<file path="src/rtl/wb_pwm_bank.sv">
// Purpose: bank of CHANNELS PWM generators behind a Wishbone slave, each channel drives one pad and its OE.
// Latency: register accesses are acked one cycle after the request; pwm_o/pwm_oeb/irq_o are registered (1 cycle).
// Backpressure: none; every decode hit is acked after one cycle, so back-to-back requests ack every other cycle.
// Ports: wb_clk_i/wb_rst_ni clock and sync active-low reset; wbs_* Wishbone slave (byte address, byte enables);
//        pwm_o/pwm_oeb per-channel pad output and active-low enable; irq_o OR of enabled per-channel WRAP flags.
module wb_pwm_bank #(
    parameter int unsigned CHANNELS  = 8,
    parameter int unsigned CNT_W     = 16,
    parameter logic [31:0] BASE_ADDR = 32'h3000_0000
) (
    input  logic                wb_clk_i,
    input  logic                wb_rst_ni,
    input  logic                wbs_cyc_i,
    input  logic                wbs_stb_i,
    input  logic                wbs_we_i,
    input  logic [3:0]          wbs_sel_i,
    input  logic [31:0]         wbs_adr_i,
    input  logic [31:0]         wbs_dat_i,
    output logic                wbs_ack_o,
    output logic [31:0]         wbs_dat_o,
    output logic [CHANNELS-1:0] pwm_o,
    output logic [CHANNELS-1:0] pwm_oeb,
    output logic                irq_o
);
    localparam logic [1:0] REG_CTRL   = 2'd0;
    localparam logic [1:0] REG_PERIOD = 2'd1;
    localparam logic [1:0] REG_DUTY   = 2'd2;

    // Control and status, one bit per channel
    logic [CHANNELS-1:0] en, pol, irq_en, wrap;
    // Programmed (bus-visible) and active (counter-facing) period/duty
    logic [CNT_W-1:0] period_prog [CHANNELS];
    logic [CNT_W-1:0] duty_prog   [CHANNELS];
    logic [CNT_W-1:0] period_act  [CHANNELS];
    logic [CNT_W-1:0] duty_act    [CHANNELS];
    logic [CNT_W-1:0] cnt         [CHANNELS];

    // Values the bus write of this cycle will leave in the registers
    logic [CHANNELS-1:0] en_nxt, pol_nxt, irq_en_nxt, wrap_clr;
    logic [CNT_W-1:0] period_nxt [CHANNELS];
    logic [CNT_W-1:0] duty_nxt   [CHANNELS];

    logic        hit, req, wr;
    logic [7:0]  adr_ch;
    logic [1:0]  adr_reg;
    logic [31:0] wmask, rdata, cnt_ext;
    logic        unused;

    assign hit     = (wbs_adr_i[31:12] == BASE_ADDR[31:12]);
    // Holding off while ack is high makes a held strobe produce one access per two cycles
    assign req     = wbs_cyc_i & wbs_stb_i & hit & ~wbs_ack_o;
    assign wr      = req & wbs_we_i;
    assign adr_ch  = wbs_adr_i[11:4];
    assign adr_reg = wbs_adr_i[3:2];
    assign wmask   = {{8{wbs_sel_i[3]}}, {8{wbs_sel_i[2]}}, {8{wbs_sel_i[1]}}, {8{wbs_sel_i[0]}}};
    assign unused  = ^{wbs_adr_i[1:0], wbs_dat_i, wmask, cnt_ext};

    // Write decode; channel indices past CHANNELS-1 match no loop iteration and are ignored
    always_comb begin
        for (int unsigned i = 0; i < CHANNELS; i++) begin
            en_nxt[i]     = en[i];
            pol_nxt[i]    = pol[i];
            irq_en_nxt[i] = irq_en[i];
            period_nxt[i] = period_prog[i];
            duty_nxt[i]   = duty_prog[i];
            wrap_clr[i]   = 1'b0;
            if (wr && ({24'd0, adr_ch} == i)) begin
                case (adr_reg)
                    REG_CTRL: begin
                        if (wbs_sel_i[0]) begin
                            en_nxt[i]     = wbs_dat_i[0];
                            pol_nxt[i]    = wbs_dat_i[1];
                            irq_en_nxt[i] = wbs_dat_i[2];
                        end
                    end
                    REG_PERIOD: period_nxt[i] = (period_prog[i] & ~wmask[CNT_W-1:0])
                                              | (wbs_dat_i[CNT_W-1:0] & wmask[CNT_W-1:0]);
                    REG_DUTY:   duty_nxt[i]   = (duty_prog[i] & ~wmask[CNT_W-1:0])
                                              | (wbs_dat_i[CNT_W-1:0] & wmask[CNT_W-1:0]);
                    default:    wrap_clr[i]   = wbs_sel_i[0] & wbs_dat_i[0];
                endcase
            end
        end
    end

    // Read mux; unmapped channels fall through to zero
    always_comb begin
        rdata   = '0;
        cnt_ext = '0;
        for (int unsigned i = 0; i < CHANNELS; i++) begin
            if ({24'd0, adr_ch} == i) begin
                cnt_ext = 32'(cnt[i]);
                case (adr_reg)
                    REG_CTRL:   rdata = {29'd0, irq_en[i], pol[i], en[i]};
                    REG_PERIOD: rdata = 32'(period_prog[i]);
                    REG_DUTY:   rdata = 32'(duty_prog[i]);
                    default:    rdata = {((CNT_W <= 16) ? cnt_ext[15:0] : 16'd0), 15'd0, wrap[i]};
                endcase
            end
        end
    end

    always_ff @(posedge wb_clk_i) begin
        if (!wb_rst_ni) begin
            wbs_ack_o <= 1'b0;
            wbs_dat_o <= '0;
            irq_o     <= 1'b0;
            en        <= '0;
            pol       <= '0;
            irq_en    <= '0;
            wrap      <= '0;
            pwm_o     <= '0;
            pwm_oeb   <= '1;
            for (int unsigned i = 0; i < CHANNELS; i++) begin
                period_prog[i] <= '0;
                duty_prog[i]   <= '0;
                period_act[i]  <= '0;
                duty_act[i]    <= '0;
                cnt[i]         <= '0;
            end
        end else begin
            wbs_ack_o <= req;
            wbs_dat_o <= (req && !wbs_we_i) ? rdata : 32'd0;
            irq_o     <= |(wrap & irq_en);
            en        <= en_nxt;
            pol       <= pol_nxt;
            irq_en    <= irq_en_nxt;
            for (int unsigned i = 0; i < CHANNELS; i++) begin
                period_prog[i] <= period_nxt[i];
                duty_prog[i]   <= duty_nxt[i];
                pwm_o[i]       <= en[i] ? ((cnt[i] < duty_act[i]) ^ pol[i]) : pol[i];
                pwm_oeb[i]     <= ~en[i];
                // A disabling write stops the counter on its own edge; enabling only
                // takes effect from the following edge so counting starts at 0.
                if (!(en[i] && en_nxt[i])) begin
                    cnt[i]        <= '0;
                    period_act[i] <= period_prog[i];
                    duty_act[i]   <= duty_prog[i];
                    wrap[i]       <= wrap[i] & ~wrap_clr[i];
                end else if (cnt[i] == period_act[i]) begin
                    // Wrap edge: shadows load and WRAP is set, overriding a coincident clear
                    cnt[i]        <= '0;
                    period_act[i] <= period_prog[i];
                    duty_act[i]   <= duty_prog[i];
                    wrap[i]       <= 1'b1;
                end else begin
                    cnt[i]        <= cnt[i] + CNT_W'(1);
                    wrap[i]       <= wrap[i] & ~wrap_clr[i];
                end
            end
        end
    end
endmodule

</file>
<file path="config.mk">
export PLATFORM = sky130hd
export DESIGN_NAME = wb_pwm_bank
export DESIGN_NICKNAME = d
export VERILOG_FILES = /design/src/rtl/wb_pwm_bank.sv
export SDC_FILE = /design/constraint.sdc
export NUM_CORES = 2
export LEC_CHECK = 0
export ABC_CLOCK_PERIOD_IN_PS = 2900
export CORE_ASPECT_RATIO = 0.7
export CORE_MARGIN = 8
export CORE_UTILIZATION = 30
export DETAILED_ROUTE_END_ITERATION = 10
export PLACE_DENSITY = 0.54
export RECOVER_POWER = 25
export SLEW_MARGIN = 20
export SYNTH_ARGS = -nofsm -noshare
export SYNTH_HDL_FRONTEND = slang
export SYNTH_SLANG_ARGS = --single-unit
</file>
<file path="constraint.sdc">
create_clock -name wb_clk_i -period 2.9 [get_ports wb_clk_i]
set_input_delay 0.58 -clock wb_clk_i [delete_from_list [all_inputs] [get_ports wb_clk_i]]
set_output_delay 0.58 -clock wb_clk_i [all_outputs]
set_load 0.05 [all_outputs]
</file>
==> results.tsv <==
metric	value	unit
syn_area_per_cell	10.5	sq um
largest net degree at the start of global routing	68	
relative slew slack	-0.0901	
CP Class	input pin to flip-flop	
Nets	4068	
DRT antenna net count	0	
Leak Pwr	17.1	nW
worst-skew pair later-pin latency	0.68	ns
DP Worst Slack	-0.319	ns
CP peak stage delay	0.47	ns
number of global-route vias before repair	26400	
setup ws final	0.125	ns
status	finished with violations	
Worst path slowest cell	a211oi_1	
WP buf/inv	5	
Power Total	22.6	mW
sequential-to-total area share from yosys stat	0.510	
routability cong.	0.939	
Final Core Density	0.370	
clock sink count	722	
DIE AREA	131000	sq um
Cells after Synth	3425	
DPL Wire Length	95100	microns
starting density of the core	0.301	
Area Overhead vs Synth	22.8	%
leading cell type in the layout, fill and taps excluded	nor2_1	
Highest Clock Rate	0.360	GHz
count of filler cells inserted in the layout	11900	
worst slew pin tran	1.64	ns
Post-CTS Setup Repair Bufs	0	
DRT iter0 DRCs	3493	
Yosys reg bits	722	
Max Fanout on Critical Path	17	
Top FF cell, synth	edfxtp_1	
H-tree depth	3	
Post-Layout Cell Count	5500	
Final Cycle Share	0.957	
crit path cell chain	clkdlybuf4s50_1 > buf_12 > buf_4 > or4b_1 > clkbuf_2 > o22ai_1 > buf_4 > a21oi_1 > a211oi_1	
Ys Warns	0	
Hold Crit Class	input pin to flip-flop	
Period minus WS final	2.77	ns
first-pass GRT wire length	181000	microns
Final Routed Wirelength	127000	microns
ranking of synthesized cells by area	edfxtp_1, dfxtp_1, mux2i_1	
crit path launch type	input pin	
EDFF count, synth	384	
Synth area leader	edfxtp_1	
root buf cell	clkbuf_16	
post-CTS sizing	0	
WP data required	3.41	ns
1st-pass router iterations	5	
cell mode on critical path	buf_4	
unrepaired setup endpoints after global routing	no	
post-synthesis cell type count	73	
R2R Setup Slk	0.31	ns
Die Wd	429	microns
DRC viols	0	
Chip Height	305	microns
Synth async-reset ratio	0	
GRT Resource Usage Total	0.186	
placed cell count	5355	
Mapped Area	35900	sq um
failing checks	capacitance limit, slew limit	
FP Rows	106	
core area	119000	sq um
Clock transition at path regs	0.06	ns
ratio of cells with drive above 1 in the final layout	0.135	
final setup violation count	0	
CTS Hold Bufs	0	
Port-buffer cells	102	
vias	27900	
CTS tree	done	
initial antenna violation count	6	
most frequent cells in the layout	nor2_1, edfxtp_1, nand2_1	
I/O pins	123	
routed len/inst	23.1	microns
Max Cap Violations	1	
Clock Skew	0.0394	ns
top-area cell type share of the netlist area	0.321	
Vias/cell	5.08	
Num CTS Buffers	76	
Max Transition Viols Final	34	
element type at the critical path end	flip-flop	
maximum VDD drop	0.359	mV
P per Cell Area	513	nW/um^2
gr ovfl total	0	
Worst path top cell family by delay	buffers and inverters	
WP data arrival	3.29	ns
Hold Violations, Final	0	
Clock Path Buffers	3	
[cell usage after synthesis (72+ instances only)]
cell type	instances
nor2_1	430
a21oi_1	99
o21ai_0	72
edfxtp_1	384
xnor2_1	182
inv_1	211
ha_1	128
clkbuf_1	109
nand2_1	361
dfxtp_1	338
mux2i_1	306
a22oi_1	118
[per-stage QoR]
| stage | instance area (sq um) | hold slack (ns) | TNS [ns] |
|---|---|---|---|
| 6_report | 44100 | 0.400 | 0 |
| 5_1_grt | 44100 | 0.396 | 0 |
| 4_1_cts | 44500 | 0.360 | 0 |
| 3_5_place_dp | 41800 | 0.476 | -134.24 |
| 3_3_place_gp | 41800 | 0.470 | -141.29 |
| 2_1_floorplan | 36400 | 0.416 | 0 |
[power by group]
group | switching [mW] | internal (mW)
clock network | 4.45 | 6.15
logic | 0.710 | 0.418
registers | 0.168 | 10.7
[cell families (layout without fill, tap and decap cells)]
logic type                 after synthesis  in the layout  share of synthesized area
and+or+nand+nor                       1131           1131                      0.156
DFF                                    722            722                      0.510
AOI/OAI and AO/OA                      470            470                     0.0900
buffers and inverters                  407            786                     0.0471
muxes                                  327            327                     0.0944
xor gates and xnor gates               239            239                     0.0583
adders and majority gates              128            128                     0.0446
other                                    1            131                   0.000104
[worst reg2reg max path, cell delays in order, from the launching register on]
cell and delay, ns:
dfxtp_1 0.32, nor4bb_1 0.27, and4_1 0.34, buf_4 0.32
nand3_4 0.14, buf_2 0.26, nor2_2 0.60, mux2i_1 0.26
[path summary, 6_finish.rpt]
check / from / end / cells past startpoint
max: wbs_adr_i[7] / wbs_dat_o[13]$_SDFF_PN0_ / 9
min: wb_rst_ni / flip-flop / 3
max reg2reg: wbs_ack_o$_SDFF_PN0_ / flip-flop / 7
min reg2reg: flip-flop / flip-flop / 2
[area by class of cell]
cell class / instances / area [sq um] / area share
sequential: 722 / 18300 / 0.415
multi-input combinational: 2423 / 16200 / 0.368
timing repair buffer: 433 / 4100 / 0.0930
clock buffer: 108 / 2390 / 0.0541
tap: 1566 / 1960 / 0.0444
inverter: 211 / 792 / 0.0180
clock inverter: 34 / 309 / 0.00701
antenna: 3 / 7.51 / 0.000170
[routing by layer]
layer / global-route usage / share of wire / vias up
met3: 0.0503 / 0.10 / 160
met5: 0 / 0 / -
met4: 0.0530 / 0.029 / 0
li1: - / - / 12900
met2: 0.252 / 0.39 / 1159
met1: 0.286 / 0.47 / 13700
No activity file was read; power rests on OpenSTA's default activity.
